## config.mk

```make
export PLATFORM = sky130hd
export DESIGN_NAME = prediction_stat_tracker
export DESIGN_NICKNAME = d
export VERILOG_FILES = /design/src/rtl/prediction_stat_tracker.sv
export SDC_FILE = /design/constraint.sdc
export NUM_CORES = 1
export LEC_CHECK = 0
export CORE_ASPECT_RATIO = 1.1
export CORE_UTILIZATION = 65
export DETAILED_ROUTE_END_ITERATION = 8
export DONT_BUFFER_PORTS = 1
export PLACE_DENSITY = 0.82
export SYNTH_ARGS = -nofsm -noshare
export SYNTH_HDL_FRONTEND = slang
export SYNTH_SLANG_ARGS = --single-unit
```

## constraint.sdc

```tcl
create_clock -name clk -period 3.51 [get_ports clk]
set_clock_uncertainty 0.2 [all_clocks]
set_input_delay 0.702 -clock clk [delete_from_list [all_inputs] [get_ports clk]]
set_output_delay 0.702 -clock clk [all_outputs]
set_load 0.02 [all_outputs]
```

## src/rtl/prediction_stat_tracker.sv

```systemverilog
// Update-side bookkeeping for the SP/LHP/GHP prediction arbiter: queues each issued
// prediction triple, scores it on resolve, and keeps saturating stat counters and trends.
module prediction_stat_tracker #(
    parameter int STAT_COUNTER_WIDTH = 5,
    parameter int STAT_RESET_VALUE   = 8,
    parameter int FIFO_DEPTH         = 4
) (
    input  logic                            clk,
    input  logic                            rst,
    input  logic                            pred_valid,
    output logic                            pred_ready,
    input  logic                            SP_pred,
    input  logic                            LHP_pred,
    input  logic                            GHP_pred,
    input  logic                            resolve_valid,
    input  logic                            resolve_taken,
    input  logic                            flush,
    output logic [STAT_COUNTER_WIDTH-1:0]   SP_stat_count,
    output logic [STAT_COUNTER_WIDTH-1:0]   LHP_stat_count,
    output logic [STAT_COUNTER_WIDTH-1:0]   GHP_stat_count,
    output logic [3:0]                      SP_trend_decode,
    output logic [3:0]                      LHP_trend_decode,
    output logic [3:0]                      GHP_trend_decode,
    output logic                            resolve_error,
    output logic [$clog2(FIFO_DEPTH):0]     outstanding
);

    localparam int PTR_W   = $clog2(FIFO_DEPTH);
    localparam int OCC_W   = PTR_W + 1;
    localparam int CNT_W   = STAT_COUNTER_WIDTH;
    localparam int NPRED   = 3;
    localparam int SP_IDX  = 2;
    localparam int LHP_IDX = 1;
    localparam int GHP_IDX = 0;

    localparam logic [OCC_W-1:0] FULL_OCC  = OCC_W'(FIFO_DEPTH);
    localparam logic [CNT_W-1:0] CNT_MAX   = {CNT_W{1'b1}};
    localparam logic [CNT_W-1:0] CNT_RESET = CNT_W'(STAT_RESET_VALUE);
    localparam logic [1:0]       TREND_RESET = 2'b01;

    // Saturating increment on a hit, halving on a miss.
    function automatic logic [CNT_W-1:0] score_counter(input logic [CNT_W-1:0] cnt,
                                                      input logic hit);
        if (hit) begin
            return (cnt == CNT_MAX) ? cnt : cnt + CNT_W'(1);
        end
        return cnt >> 1;
    endfunction

    function automatic logic [3:0] trend_onehot(input logic [1:0] trend);
        return 4'b0001 << trend;
    endfunction

    // Entry layout {SP, LHP, GHP} so the bit index equals the predictor index.
    logic [NPRED-1:0] fifo_mem [FIFO_DEPTH];
    logic [PTR_W-1:0] wr_ptr;
    logic [PTR_W-1:0] rd_ptr;
    logic [OCC_W-1:0] occ;

    logic             full;
    logic             empty;
    logic             push;
    logic             pop;
    logic [NPRED-1:0] head;
    logic [NPRED-1:0] correct;

    logic [CNT_W-1:0] stat_cnt  [NPRED];
    logic [1:0]       trend     [NPRED];
    logic [3:0]       trend_dec [NPRED];
    logic             err_q;

    assign full    = (occ == FULL_OCC);
    assign empty   = (occ == '0);
    assign push    = pred_valid && !full && !flush;
    assign pop     = resolve_valid && !empty;
    assign head    = fifo_mem[rd_ptr];
    assign correct = ~(head ^ {NPRED{resolve_taken}});

    always_ff @(posedge clk) begin
        if (push) begin
            fifo_mem[wr_ptr] <= {SP_pred, LHP_pred, GHP_pred};
        end
    end

    // Occupancy is kept apart from the pointers so full and empty never alias.
    always_ff @(posedge clk) begin
        if (rst || flush) begin
            wr_ptr <= '0;
            rd_ptr <= '0;
            occ    <= '0;
        end else begin
            if (push) begin
                wr_ptr <= wr_ptr + PTR_W'(1);
            end
            if (pop) begin
                rd_ptr <= rd_ptr + PTR_W'(1);
            end
            occ <= occ + OCC_W'(push) - OCC_W'(pop);
        end
    end

    // Scoring still happens on a flush cycle: the head resolves before the rest is dropped.
    always_ff @(posedge clk) begin
        if (rst) begin
            for (int i = 0; i < NPRED; i++) begin
                stat_cnt[i]  <= CNT_RESET;
                trend[i]     <= TREND_RESET;
                trend_dec[i] <= trend_onehot(TREND_RESET);
            end
        end else if (pop) begin
            for (int i = 0; i < NPRED; i++) begin
                stat_cnt[i]  <= score_counter(stat_cnt[i], correct[i]);
                trend[i]     <= {trend[i][0], correct[i]};
                trend_dec[i] <= trend_onehot({trend[i][0], correct[i]});
            end
        end
    end

    always_ff @(posedge clk) begin
        if (rst) begin
            err_q <= 1'b0;
        end else begin
            err_q <= resolve_valid && empty;
        end
    end

    assign pred_ready       = !full;
    assign outstanding      = occ;
    assign resolve_error    = err_q;
    assign SP_stat_count    = stat_cnt[SP_IDX];
    assign LHP_stat_count   = stat_cnt[LHP_IDX];
    assign GHP_stat_count   = stat_cnt[GHP_IDX];
    assign SP_trend_decode  = trend_dec[SP_IDX];
    assign LHP_trend_decode = trend_dec[LHP_IDX];
    assign GHP_trend_decode = trend_dec[GHP_IDX];

endmodule

```

Yosys cells after proc, flatten, opt, wreduce, memory -nomap -nowiden
Memories as Yosys holds them, arrays and structs flattened. A register that Yosys moved wholly into a read port is not among the register bits.
Index checks and enable logic that the tools add are counted.
{"block": "totals", "ram_bits": 45, "elab_cells": 84, "out_inout_bits": 32, "mem_count": 4, "regBits": 8, "in_bits": 9}
{"block": "classes", "eq_ne": 4, "add_sub_neg": 7, "n_shift": 3, "bitwise_logic": 11, "n_reduce_logical": 9, "muxes": 42}
{"name": "stat_cnt", "words": 3, "word_bits": 5, "rd": 3, "rd_ports_with_merged_regs": 0, "write_ports": 3, "line_no": "67", "rtl": "logic [CNT_W-1:0] stat_cnt [NPRED];"}
{"name": "fifo_mem", "words": 4, "word_bits": 3, "rd": 1, "rd_ports_with_merged_regs": 1, "write_ports": 1, "line_no": "55", "rtl": "logic [NPRED-1:0] fifo_mem [FIFO_DEPTH];"}
{"name": "trend_dec", "words": 3, "word_bits": 4, "rd": 3, "rd_ports_with_merged_regs": 0, "write_ports": 3, "line_no": "69", "rtl": "logic [3:0] trend_dec [NPRED];"}
{"name": "trend", "words": 3, "word_bits": 2, "rd": 3, "rd_ports_with_merged_regs": 0, "write_ports": 3, "line_no": "68", "rtl": "logic [1:0] trend [NPRED];"}
{"cell": "5-bit two-way mux", "count": 18}
{"cell": "1-bit two-way mux", "count": 16}
{"cell": "5-bit by 1-bit adder with 5-bit output, second input constant", "count": 3}
{"cell": "5-bit == test, second input constant", "count": 3}
{"cell": "4-bit two-way mux", "count": 3}
{"cell": "1-bit by 2-bit << shifter with 4-bit output, first input constant", "count": 3}
{"cell": "2-bit two-way mux", "count": 5}
{"cell": "1-bit OR", "count": 9}
{"cell": "2-bit by 1-bit adder with 2-bit output, second input constant", "count": 2}
{"cell": "1-bit logical AND", "count": 4}
{"cell": "3-bit by 1-bit adder with 3-bit output", "count": 1}
{"cell": "3-bit == test, second input constant", "count": 1}
{"cell": "1-bit zero test", "count": 3}
{"cell": "3-bit zero test", "count": 1}
{"cell": "3-bit NOT", "count": 1}
{"cell": "3-bit by 1-bit subtractor with 3-bit output", "count": 1}
{"cell": "3-bit XOR", "count": 1}
{"cell": "1-bit logical OR", "count": 1}

Depth between registers and ports, before layout
Gate-level depths: netlist of run 1.
{"block": "logic_depth", "depth_word": 9, "ltp_mapped": 9, "mapped_depth_nobuf": 9}

Worst setup path before layout of run 1
Ideal clock, no wire load.
{"block": "synth_timing", "kind": "reg2reg", "start": "reg occ[2] (netlist: outstanding[2])", "end": "reg occ[2] (netlist: outstanding[2])", "setup_slack_ns": 0.880, "n_path_buf": 0, "arrival_time_ns": 2.304, "path_stages_with_launch": 9, "required_time_ns": 3.184, "setup_ns": 0.126, "period_less_slack_ns": 2.630, "cell_sequence": "dfxtp_1 > or3b_2 > nand2_1 > nor2_1 > or2_2 > fa_1 > xnor2_1 > xnor2_1 > nor2_1"}
{"block": "synth_between", "elab_chain_cells": 6, "word_cells_on_any_way": 9, "cone_classes": "2 x add/sub; 1 x eq/ne; 6 x reduce/logical"}
{"item": "start, declared", "line_no": "58", "rtl": "logic [OCC_W-1:0] occ;"}
{"item": "start signal, assigned", "line_no": "98", "rtl": "occ <= occ + OCC_W'(push) - OCC_W'(pop);"}
{"item": "3-bit == test", "line_no": "72", "rtl": "assign full = (occ == FULL_OCC);"}
{"item": "1-bit zero test"}
{"item": "via pred_ready", "line_no": "11", "rtl": "output logic pred_ready,"}
{"item": "1-bit logical AND (2 in a row)", "line_no": "74", "rtl": "assign push = pred_valid && !full && !flush;"}
{"item": "3-bit by 1-bit adder with 3-bit output", "line_no": "98"}
{"item": "3-bit by 1-bit subtractor with 3-bit output", "line_no": "98"}
The timed path passes the listed nets, and every way through them passes these cells.
A chain may end at the register's enable or synchronous reset.

Worst setup path after layout of run 1
Same ends and word-level chain as after synthesis.

==> results.json, run 1 <==
{
  "clock-sinks": 52,
  "cts-root-buf": "clkbuf_4",
  "cpMaxStageDelayCell": "or3b_2",
  "grt_pass1_vias": 1313,
  "min_path_cells": 1,
  "route.detailed.drc": 0,
  "synth_seq_cells": 52,
  "ctsHoldBuffers": 0,
  "cpMostUsedCell": "xnor2_1",
  "required_ps": 3580,
  "synth_area_um2": 2380,
  "htreeDepth": 2,
  "grt_pass1_wl_um": 5590,
  "syn_avg_cell_area_um2": 13.3,
  "overflow": 0,
  "p_seq_frac": 0.677,
  "nNetsFinal": 201,
  "crit_arrival_ps": 2840,
  "firstDrtPassIters": 4,
  "drive_gt1_frac": 0.110,
  "relSlewSlack": 0.535,
  "p_int_uw": 814,
  "synth_cells": 179,
  "p_sw_uw": 297,
  "slowest_delay_ps": 580,
  "setup_viol": 0,
  "path_depth": 9,
  "cts-resized-gates": 0,
  "vias": 1346,
  "hold_class": "input pin to flip-flop",
  "maxCapViolCount": 0,
  "crit_type": "flip-flop to flip-flop",
  "p_per_area_nw_per_um2": 453,
  "clk_latency_ps": 360,
  "cts_tree": "built",
  "slew_violations": 0,
  "cp_num_buf_inv": 0,
  "tns_ps": 0,
  "rsz0062_at_grt": "no",
  "ir_drop_v": 0.000281,
  "cts_setup_buffers": 0,
  "power_mw": 1.11,
  "path_max_fanout": 6,
  "clkTransAtPathRegs_ps": 140,
  "multi_input_area_um2": 841,
  "stdcell_count": 229,
  "worst_setup_path_start_kind": "flip-flop",
  "drtIter0Drc": 50,
  "max_freq_mhz": 361,
  "fin_crit_sh": 0.790,
  "grt_max_degree": 24,
  "cts-buffers-inserted": 5,
  "dp.cells": 221,
  "hold_viol": 0,
  "die_x_um": 59.6,
  "wl_per_cell_um": 15.1,
  "ff2ff_setup_slack_ps": 740,
  "dp_hpwl_um": 2620,
  "ys_types": 33,
  "grtUsageTotal": 0.201,
  "swShare": 0.267,
  "initial_core_util": 0.696,
  "syn_nets": 200,
  "worst_pin_slew_ps": 697,
  "dp_slack_ps": 726,
  "p_comb_frac": 0.093,
  "die_area_um2": 3900,
  "rows": 22,
  "p_leak_nw": 0.869,
  "vias_per_cell": 5.88,
  "ys_warn_count": 0,
  "core-area_um2": 3410,
  "ant_nets": 0,
  "critPathCaptureType": "flip-flop",
  "n_fill_cell": 246,
  "path_cells": "or3b_2 > nand2_1 > nor2_1 > xnor2_1 > ha_1 > fa_1 > xnor2_1 > xnor2_1 > nor2_1",
  "yosysSeqAreaShare": 0.615,
  "cts_buffer_depth": 2,
  "outcome": "finished clean",
  "io_pins": 41,
  "syn2layout_area_growth_pct": 3.21,
  "utilization": 0.718,
  "ff2ff_path_depth": 9,
  "setup_ws_ps": 737,
  "min_period_ps": 2770,
  "port_buffers": 0,
  "place.gp.congestion": 0.769,
  "p_clk_frac": 0.230,
  "fp.dieH_um": 65.4,
  "antenna_found_initial": 0,
  "crit_family": "simple AND/OR/NAND/NOR gates",
  "wl_um": 3460,
  "regArea_um2": 1460,
  "diodes": 0
}
## layout by cell type, fill, tap and decap left out, types with 2 or more instances in the layout
cell	instances
dfxtp_1	10
xor2_1	5
nor2_1	17
a21oi_1	3
nand2b_1	2
nand3_1	8
a211oi_1	3
a211oi_2	2
nand2_1	9
and2_1	4
inv_1	9
clkbuf_4	5
xnor2_1	7
o21ai_0	5
nor3_1	2
and3_1	13
a31oi_1	5
or2_2	2
xnor2_2	3
clkinvlp_4	2
mux4_2	3
edfxtp_1	42
ha_1	11
## routing by layer
metal,part of all wire,routed length (um),global-route usage,vias up
li1,-,-,-,649
met1,0.39,1350,0.202,646
met2,0.54,1880,0.353,45
met3,0.052,180,0.0728,6
met4,0.017,60,0.108,0
met5,0,0,0,-
## state kept, by name, summed over array words and instances (netlist names), named ones only
signal,cells
trend,3
trend_dec,12
stat_cnt,15
resolve_error,1
wr_ptr,2
outstanding,3
fifo_mem,12
rd_ptr,2
## layout make-up
class	count	area share
Multi-Input combinational cell	112	0.343
Tap cell	48	0.0245
Inverter	9	0.0138
Sequential cell	52	0.596
Clock inverter	3	0.00765
Clock buffer	5	0.0153
## worst paths after layout
check / end / from
max: outstanding[2]$_SDFF_PP0_ / outstanding[2]$_SDFF_PP0_
min: resolve_error$_SDFF_PP0_ / rst
max reg2reg: outstanding[2]$_SDFF_PP0_ / outstanding[2]$_SDFF_PP0_
min reg2reg: wr_ptr[1]$_SDFFE_PP0P_ / wr_ptr[1]$_SDFFE_PP0P_
## power by group through the flow
stage	Clock (mW)	Combinational [mW]	Sequential, mW
6_report	0.255	0.103	0.752
5_1_grt	0.280	0.116	0.758
4_1_cts	0.257	0.104	0.753
3_5_place_dp	0	0.103	0.767
3_3_place_gp	0	0.0968	0.765
2_1_floorplan	0	0.0921	0.760
## through the flow
stage	hold WS, ps	cell area, um2
final	190	2450
after global routing	171	2450
after CTS	182	2450
after detailed placement	297	2400
after global placement	283	2400
after floorplan	269	2380
## cells by family (layout without fill, tap and decap cells)
family | after synthesis | after routing | share of synthesized area
XOR/XNOR | 16 | 16 | 0.0716
adder cells (fa/ha/maj) | 12 | 12 | 0.0664
AO/OA/AOI/OAI | 20 | 20 | 0.0563
flip-flops | 52 | 52 | 0.615
AND/OR/NAND/NOR | 61 | 61 | 0.131
multiplexers | 3 | 3 | 0.0284
buffers and inverters | 15 | 17 | 0.0311
## worst register-to-register path, stage by stage, from the launching register on
cell	delay (ps)
dfxtp_1	520
or3b_2	580
nand2_1	160
nor2_1	110
xnor2_1	150
ha_1	200
fa_1	380
xnor2_1	190
xnor2_1	140
nor2_1	50
## cells in the mapped netlist
cell      instances  share of area
a211oi_1          3         0.0095
a211oi_2          2          0.011
a21oi_1           3         0.0063
a31oi_1           5          0.013
and2_1            4          0.011
and3_1           13          0.034
buf_2             1         0.0021
buf_6             2         0.0095
clkbuf_1          2         0.0032
clkbuf_2          1         0.0021
dfxtp_1          10          0.084
edfxtp_1         42           0.53
fa_1              1         0.0084
ha_1             11          0.058
inv_1             9          0.014
mux4_2            3          0.028
nand2_1           9          0.014
nand2b_1          2         0.0053
nand3_1           8          0.017
nand3_2           1         0.0042
nor2_1           17          0.027
nor3_1            2         0.0042
nor3b_1           1         0.0032
o211ai_1          1         0.0032
o21ai_0           5          0.011
o31ai_1           1         0.0032
or2_2             2         0.0053
or3_1             1         0.0026
or3b_2            1         0.0037
xnor2_1           7          0.026
xnor2_2           3          0.021
xor2_1            5          0.018
xor2_2            1         0.0068
Note: power is estimated with default switching activity, not from simulation.
==> run 2: changes to the inputs <==
--- a/config.mk
+++ b/config.mk
@@ -5,11 +5,12 @@
 export SDC_FILE = /design/constraint.sdc
 export NUM_CORES = 1
 export LEC_CHECK = 0
+export ABC_AREA = 1
 export CORE_ASPECT_RATIO = 1.1
-export CORE_UTILIZATION = 65
+export CORE_UTILIZATION = 62
 export DETAILED_ROUTE_END_ITERATION = 8
 export DONT_BUFFER_PORTS = 1
-export PLACE_DENSITY = 0.82
+export PLACE_DENSITY = 0.79
 export SYNTH_ARGS = -nofsm -noshare
 export SYNTH_HDL_FRONTEND = slang
 export SYNTH_SLANG_ARGS = --single-unit
==> constraint.sdc (replaced) <==
create_clock -name clk -period 2.74 [get_ports clk]
set_clock_uncertainty 0.2 [all_clocks]
set_input_delay 0.548 -clock clk [delete_from_list [all_inputs] [get_ports clk]]
set_output_delay 0.548 -clock clk [all_outputs]
set_load 0.02 [all_outputs]
==> run 2 against run 1 <==
Synthesized cell count grew 41%; first-iteration DRC count grew to 4.1 times the previous value; critical endpoint unchanged; register-to-register slack worse by 430 ps; combinational power grew 31%; via count grew 20%; synthesized area up 8.4%; total power grew 35%; sequential share of layout area fell by 5.9 points; sequential power grew 27%; clock-buffer cell count rose by 2.
==> results.json, run 2 <==
{
  "grtUsageTotal": 0.217,
  "utilization": 0.687,
  "ir_drop_v": 0.000308,
  "max_freq_mhz": 411,
  "drive_gt1_frac": 0.172,
  "yosysSeqAreaShare": 0.567,
  "power_mw": 1.49,
  "crit_family": "simple AND/OR/NAND/NOR gates",
  "reg_top3": "stat_cnt x15, fifo_mem x12, trend_dec x12",
  "firstDrtPassIters": 5,
  "drtIter0Drc": 206,
  "rows": 24,
  "tns_ps": 0,
  "required_ps": 2780,
  "cts-resized-gates": 0,
  "cts_setup_buffers": 0,
  "grt_pass1_vias": 1603,
  "hold_class": "input pin to flip-flop",
  "top_register": "stat_cnt",
  "multi_input_area_um2": 950,
  "min_period_ps": 2430,
  "wl_um": 4170,
  "synth_seq_cells": 52,
  "core-area_um2": 3960,
  "synth.most_common_cell": "nand2_1",
  "vias": 1610,
  "clk_latency_ps": 300,
  "fin_crit_sh": 0.887,
  "ant_nets": 0,
  "nNetsFinal": 282,
  "setup_ws_ps": 309,
  "cpMaxStageDelayCell": "dfxtp_1",
  "initial_core_util": 0.650,
  "cts_tree": "built",
  "ys_types": 19,
  "htreeDepth": 2,
  "crit_type": "flip-flop to flip-flop",
  "place_area_um2": 2640,
  "cts-root-buf": "clkbuf_8",
  "grt_max_degree": 15,
  "ctsHoldBuffers": 0,
  "yosysTopAreaCell": "edfxtp_1",
  "synth.top_cells.by_count": "56 x nand2_1, 42 x edfxtp_1, 30 x inv_1, 26 x nor2_1, 20 x nand3_1",
  "clkTransAtPathRegs_ps": 80,
  "cts-buffers-inserted": 5,
  "cp_num_buf_inv": 2,
  "synth_cells": 253,
  "port_buffers": 0,
  "outcome": "finished clean",
  "worst_pin_slew_ps": 470,
  "die_area_um2": 4420,
  "crit_arrival_ps": 2470,
  "regArea_um2": 1460,
  "slew_violations": 0,
  "syn_avg_cell_area_um2": 10.2,
  "n_fill_cell": 310,
  "diodes": 0,
  "grt_pass1_wl_um": 7330,
  "place.gp.congestion": 0.768,
  "critPathCaptureType": "flip-flop",
  "wl_per_cell_um": 13.3,
  "syn_nets": 274,
  "slowest_delay_ps": 510,
  "dp_hpwl_um": 3200,
  "synth_area_um2": 2580,
  "syn2layout_area_growth_pct": 5.63,
  "clock-sinks": 52,
  "route.detailed.drc": 0,
  "fin_area_um2": 2720,
  "antenna_found_initial": 0,
  "holdWs_ps": 143,
  "ys_warn_count": 0,
  "cts_buffer_depth": 2,
  "path_cells": "inv_1 > nand3_1 > nand2_1 > nor2_1 > inv_2 > nand2_1 > nand2_1 > ha_1 > fa_1 > xor2_1 > nor2_1",
  "overflow": 0,
  "synth_top_area_share": 0.490,
  "hold_viol": 0,
  "async_reset_ff_frac": 0,
  "die_x_um": 63.5,
  "maxCapViolCount": 0,
  "layout_commonest_cell": "nand2_1",
  "vias_per_cell": 5.13,
  "synth-main-ff-cell": "edfxtp_1",
  "io_pins": 41,
  "cpMostUsedCell": "nand2_1",
  "final_cell_mix": "56 x nand2_1, 42 x edfxtp_1, 30 x inv_1",
  "path_max_fanout": 6,
  "p_leak_nw": 1.17,
  "relSlewSlack": 0.686,
  "largest_reg_flops": 15,
  "setup_viol": 0,
  "synth.area.top_cells": "edfxtp_1 49%, nand2_1 8.2%, dfxtp_1 7.8%",
  "dp_slack_ps": 338,
  "dp.cells": 306,
  "stdcell_count": 314,
  "fp.dieH_um": 69.6,
  "worst_setup_path_start_kind": "flip-flop",
  "synth_edf_count": 42,
  "p_per_area_nw_per_um2": 549,
  "rsz0062_at_grt": "no"
}
==> run 2: power by group <==
part	internal (mW)	switching, mW
logic	0.0423	0.0927
clock network	0.178	0.229
registers	0.892	0.0603
==> run 2: logic make-up after synthesis <==
group / share of synthesized area
simple gates: 0.259
flops: 0.567
buf+inv: 0.0641
fa+ha+maj: 0.0612
compound gates: 0.0175
xor+xnor: 0.0306
==> run 2: final timing paths <==
| path | slack, ps | start | cells after the start | end |
|---|---|---|---|---|
| min | 140 | LHP_pred | 0 | fifo_mem[2][1]$_DFFE_PP_ |
| max | 310 | outstanding[1]$_SDFF_PP0_ | 11 | outstanding[2]$_SDFF_PP0_ |
| min reg2reg | 310 | wr_ptr[1]$_SDFFE_PP0P_ | 2 | wr_ptr[1]$_SDFFE_PP0P_ |
| max reg2reg | 310 | outstanding[1]$_SDFF_PP0_ | 11 | outstanding[2]$_SDFF_PP0_ |
==> run 2: layout make-up <==
class / instances / share of cell area
clock buffers: 7 / 0.0280
inverters: 38 / 0.0524
multi-input cells: 161 / 0.349
flip-flops and latches: 52 / 0.537
repair buffers: 3 / 0.00828
clock inverters: 1 / 0.00138
well taps: 52 / 0.0239
==> run 2: worst reg2reg max path: stages, from the launching register on <==
cell and delay [ps]:
dfxtp_1 510, inv_1 140, nand3_1 120, nand2_1 90, nor2_1 200, inv_2 100
nand2_1 120, nand2_1 70, ha_1 190, fa_1 370, xor2_1 170, nor2_1 100
==> run 2: routing by layer <==
metal	wire [um]	share of wire	vias up	GRT usage
met2	2190	0.52	42	0.365
met3	193	0.046	7	0.0609
met5	0	0	-	0
met1	1730	0.41	734	0.257
li1	-	-	827	-
met4	59	0.014	0	0.0909
==> run 3: changes to the inputs <==
--- a/config.mk
+++ b/config.mk
@@ -7,6 +7,7 @@
 export LEC_CHECK = 0
 export ABC_AREA = 1
 export CORE_ASPECT_RATIO = 1.1
+export CORE_MARGIN = 2
 export CORE_UTILIZATION = 62
 export DETAILED_ROUTE_END_ITERATION = 8
 export DONT_BUFFER_PORTS = 1
==> run 3 against run 2 <==
Routed wire length is 1.6% lower; combinational power hardly changed; first-iteration DRC count decreased by 27%; critical path depth unchanged; utilization is 0.79 points higher; sequential cell count unchanged; maximum frequency is 2.3% higher; non-clock buffer count unchanged; global-route usage down 2.8 points.
==> results.json, run 3 (synthesis results as in run 2) <==
{
  "layout_commonest_cell": "nand2_1",
  "max_freq_mhz": 421,
  "cpMostUsedCell": "nand2_1",
  "antenna_found_initial": 0,
  "min_path_cells": 0,
  "grt_pass1_vias": 1504,
  "p_clk_frac": 0.323,
  "grt_max_degree": 17,
  "wl_per_cell_um": 13.1,
  "largest_reg_flops": 15,
  "ff2ff_path_depth": 11,
  "nNetsFinal": 282,
  "diodes": 0,
  "syn2layout_area_growth_pct": 6.85,
  "clock-sinks": 52,
  "multi_input_area_um2": 950,
  "htreeDepth": 2,
  "p_per_area_nw_per_um2": 583,
  "required_ps": 2740,
  "cts_setup_buffers": 0,
  "crit_arrival_ps": 2380,
  "ant_nets": 0,
  "cpMaxStageDelayCell": "dfxtp_1",
  "worst_pin_slew_ps": 447,
  "power_mw": 1.60,
  "worst_setup_path_start_kind": "flip-flop",
  "fp.dieH_um": 71.6,
  "firstDrtPassIters": 4,
  "path_cells": "inv_1 > nand3_1 > nand2_1 > nor2_1 > inv_2 > nand2_1 > nand2_1 > ha_1 > fa_1 > xor2_1 > nor2_1",
  "route.detailed.drc": 0,
  "p_sw_uw": 401,
  "vias": 1621,
  "path_max_fanout": 6,
  "hold_viol": 0,
  "p_seq_frac": 0.594,
  "cts-buffers-inserted": 5,
  "setup_viol": 0,
  "cts-resized-gates": 0,
  "cts_buffer_depth": 2,
  "outcome": "finished clean",
  "fin_area_um2": 2750,
  "grtUsageTotal": 0.189,
  "ctsHoldBuffers": 0,
  "drtIter0Drc": 151,
  "rsz0062_at_grt": "no",
  "drive_gt1_frac": 0.183,
  "n_fill_cell": 314,
  "fin_crit_sh": 0.868,
  "place.gp.congestion": 0.749,
  "crit_type": "flip-flop to flip-flop",
  "wl_um": 4100,
  "core-area_um2": 3960,
  "dp_hpwl_um": 3150,
  "place_area_um2": 2640,
  "ir_drop_v": 0.000378,
  "tns_ps": 0,
  "top_register": "stat_cnt",
  "reg_top3": "stat_cnt x15, fifo_mem x12, trend_dec x12",
  "min_period_ps": 2380,
  "maxCapViolCount": 0,
  "initial_core_util": 0.650,
  "rows": 24,
  "slowest_delay_ps": 510,
  "clkTransAtPathRegs_ps": 90,
  "io_pins": 41,
  "p_int_mw": 1.20,
  "final_cell_mix": "56 x nand2_1, 42 x edfxtp_1, 30 x inv_1",
  "clk_latency_ps": 310,
  "port_buffers": 0,
  "cts-root-buf": "clkbuf_8",
  "cts_tree": "built",
  "die_area_um2": 4690,
  "regArea_um2": 1460,
  "critPathCaptureType": "flip-flop",
  "overflow": 0,
  "slew_violations": 0,
  "p_comb_frac": 0.084,
  "swShare": 0.250,
  "grt_pass1_wl_um": 6720,
  "dp_slack_ps": 349,
  "p_leak_nw": 1.18,
  "setup_ws_ps": 363,
  "hold_class": "input pin to flip-flop",
  "relSlewSlack": 0.701,
  "die_x_um": 65.5,
  "vias_per_cell": 5.16
}
## run 3: cell types whose count changed in the layout (fill, tap and decap cells not counted), sizes merged
cell      previous run  this run
clkbuf               7         5
clkinvlp             0         2
bufinv               0         1
clkinv               1         0
## run 3: worst paths after layout
kind                                  start                        end  slack [ps]
setup / recovery  outstanding[1]$_SDFF_PP0_  outstanding[2]$_SDFF_PP0_         360
hold / removal                     LHP_pred   fifo_mem[0][1]$_DFFE_PP_         140
setup reg to reg  outstanding[1]$_SDFF_PP0_  outstanding[2]$_SDFF_PP0_         360
hold reg to reg      wr_ptr[1]$_SDFFE_PP0P_     wr_ptr[1]$_SDFFE_PP0P_         330
## run 3: critical path: cells and delay by family (launching register included)
| family | cells | cell delay, ps |
|---|---|---|
| flip-flops | 1 | 510 |
| XOR/XNOR | 1 | 170 |
| buffers and inverters | 2 | 220 |
| adder cells (fa/ha/maj) | 2 | 570 |
| AND/OR/NAND/NOR | 6 | 610 |
## run 3: routing by layer
metal | part of all wire | vias up | track usage
met5 | 0 | - | 0
met4 | 0.012 | 0 | 0.0625
met3 | 0.057 | 5 | 0.0565
met2 | 0.51 | 47 | 0.331
met1 | 0.42 | 740 | 0.222
li1 | - | 829 | -
## run 3: through the flow
stage	util	hold slack, ps	std cells
final	0.694	137	314
after global routing	0.694	121	314
after CTS	0.694	124	314
after detailed placement	0.666	317	306
after global placement	0.666	294	306
after floorplan	-	273	253
## run 3: power by group through the flow
stage / registers (mW) / logic [mW] / clock network [mW]
2_1_floorplan: 0.964 / 0.109 / 0
3_3_place_gp: 0.970 / 0.130 / 0
3_5_place_dp: 0.972 / 0.135 / 0
4_1_cts: 0.954 / 0.136 / 0.527
5_1_grt: 0.958 / 0.152 / 0.547
6_report: 0.953 / 0.134 / 0.518
## run 3: cell type report
type                            instances  share of cell area
Tap cell                               52              0.0236
Clock inverter                          3              0.0155
Inverter                               38              0.0518
Sequential cell                        52               0.531
Multi-Input combinational cell        161               0.345
Clock buffer                            5              0.0250
Timing Repair Buffer                    3             0.00818
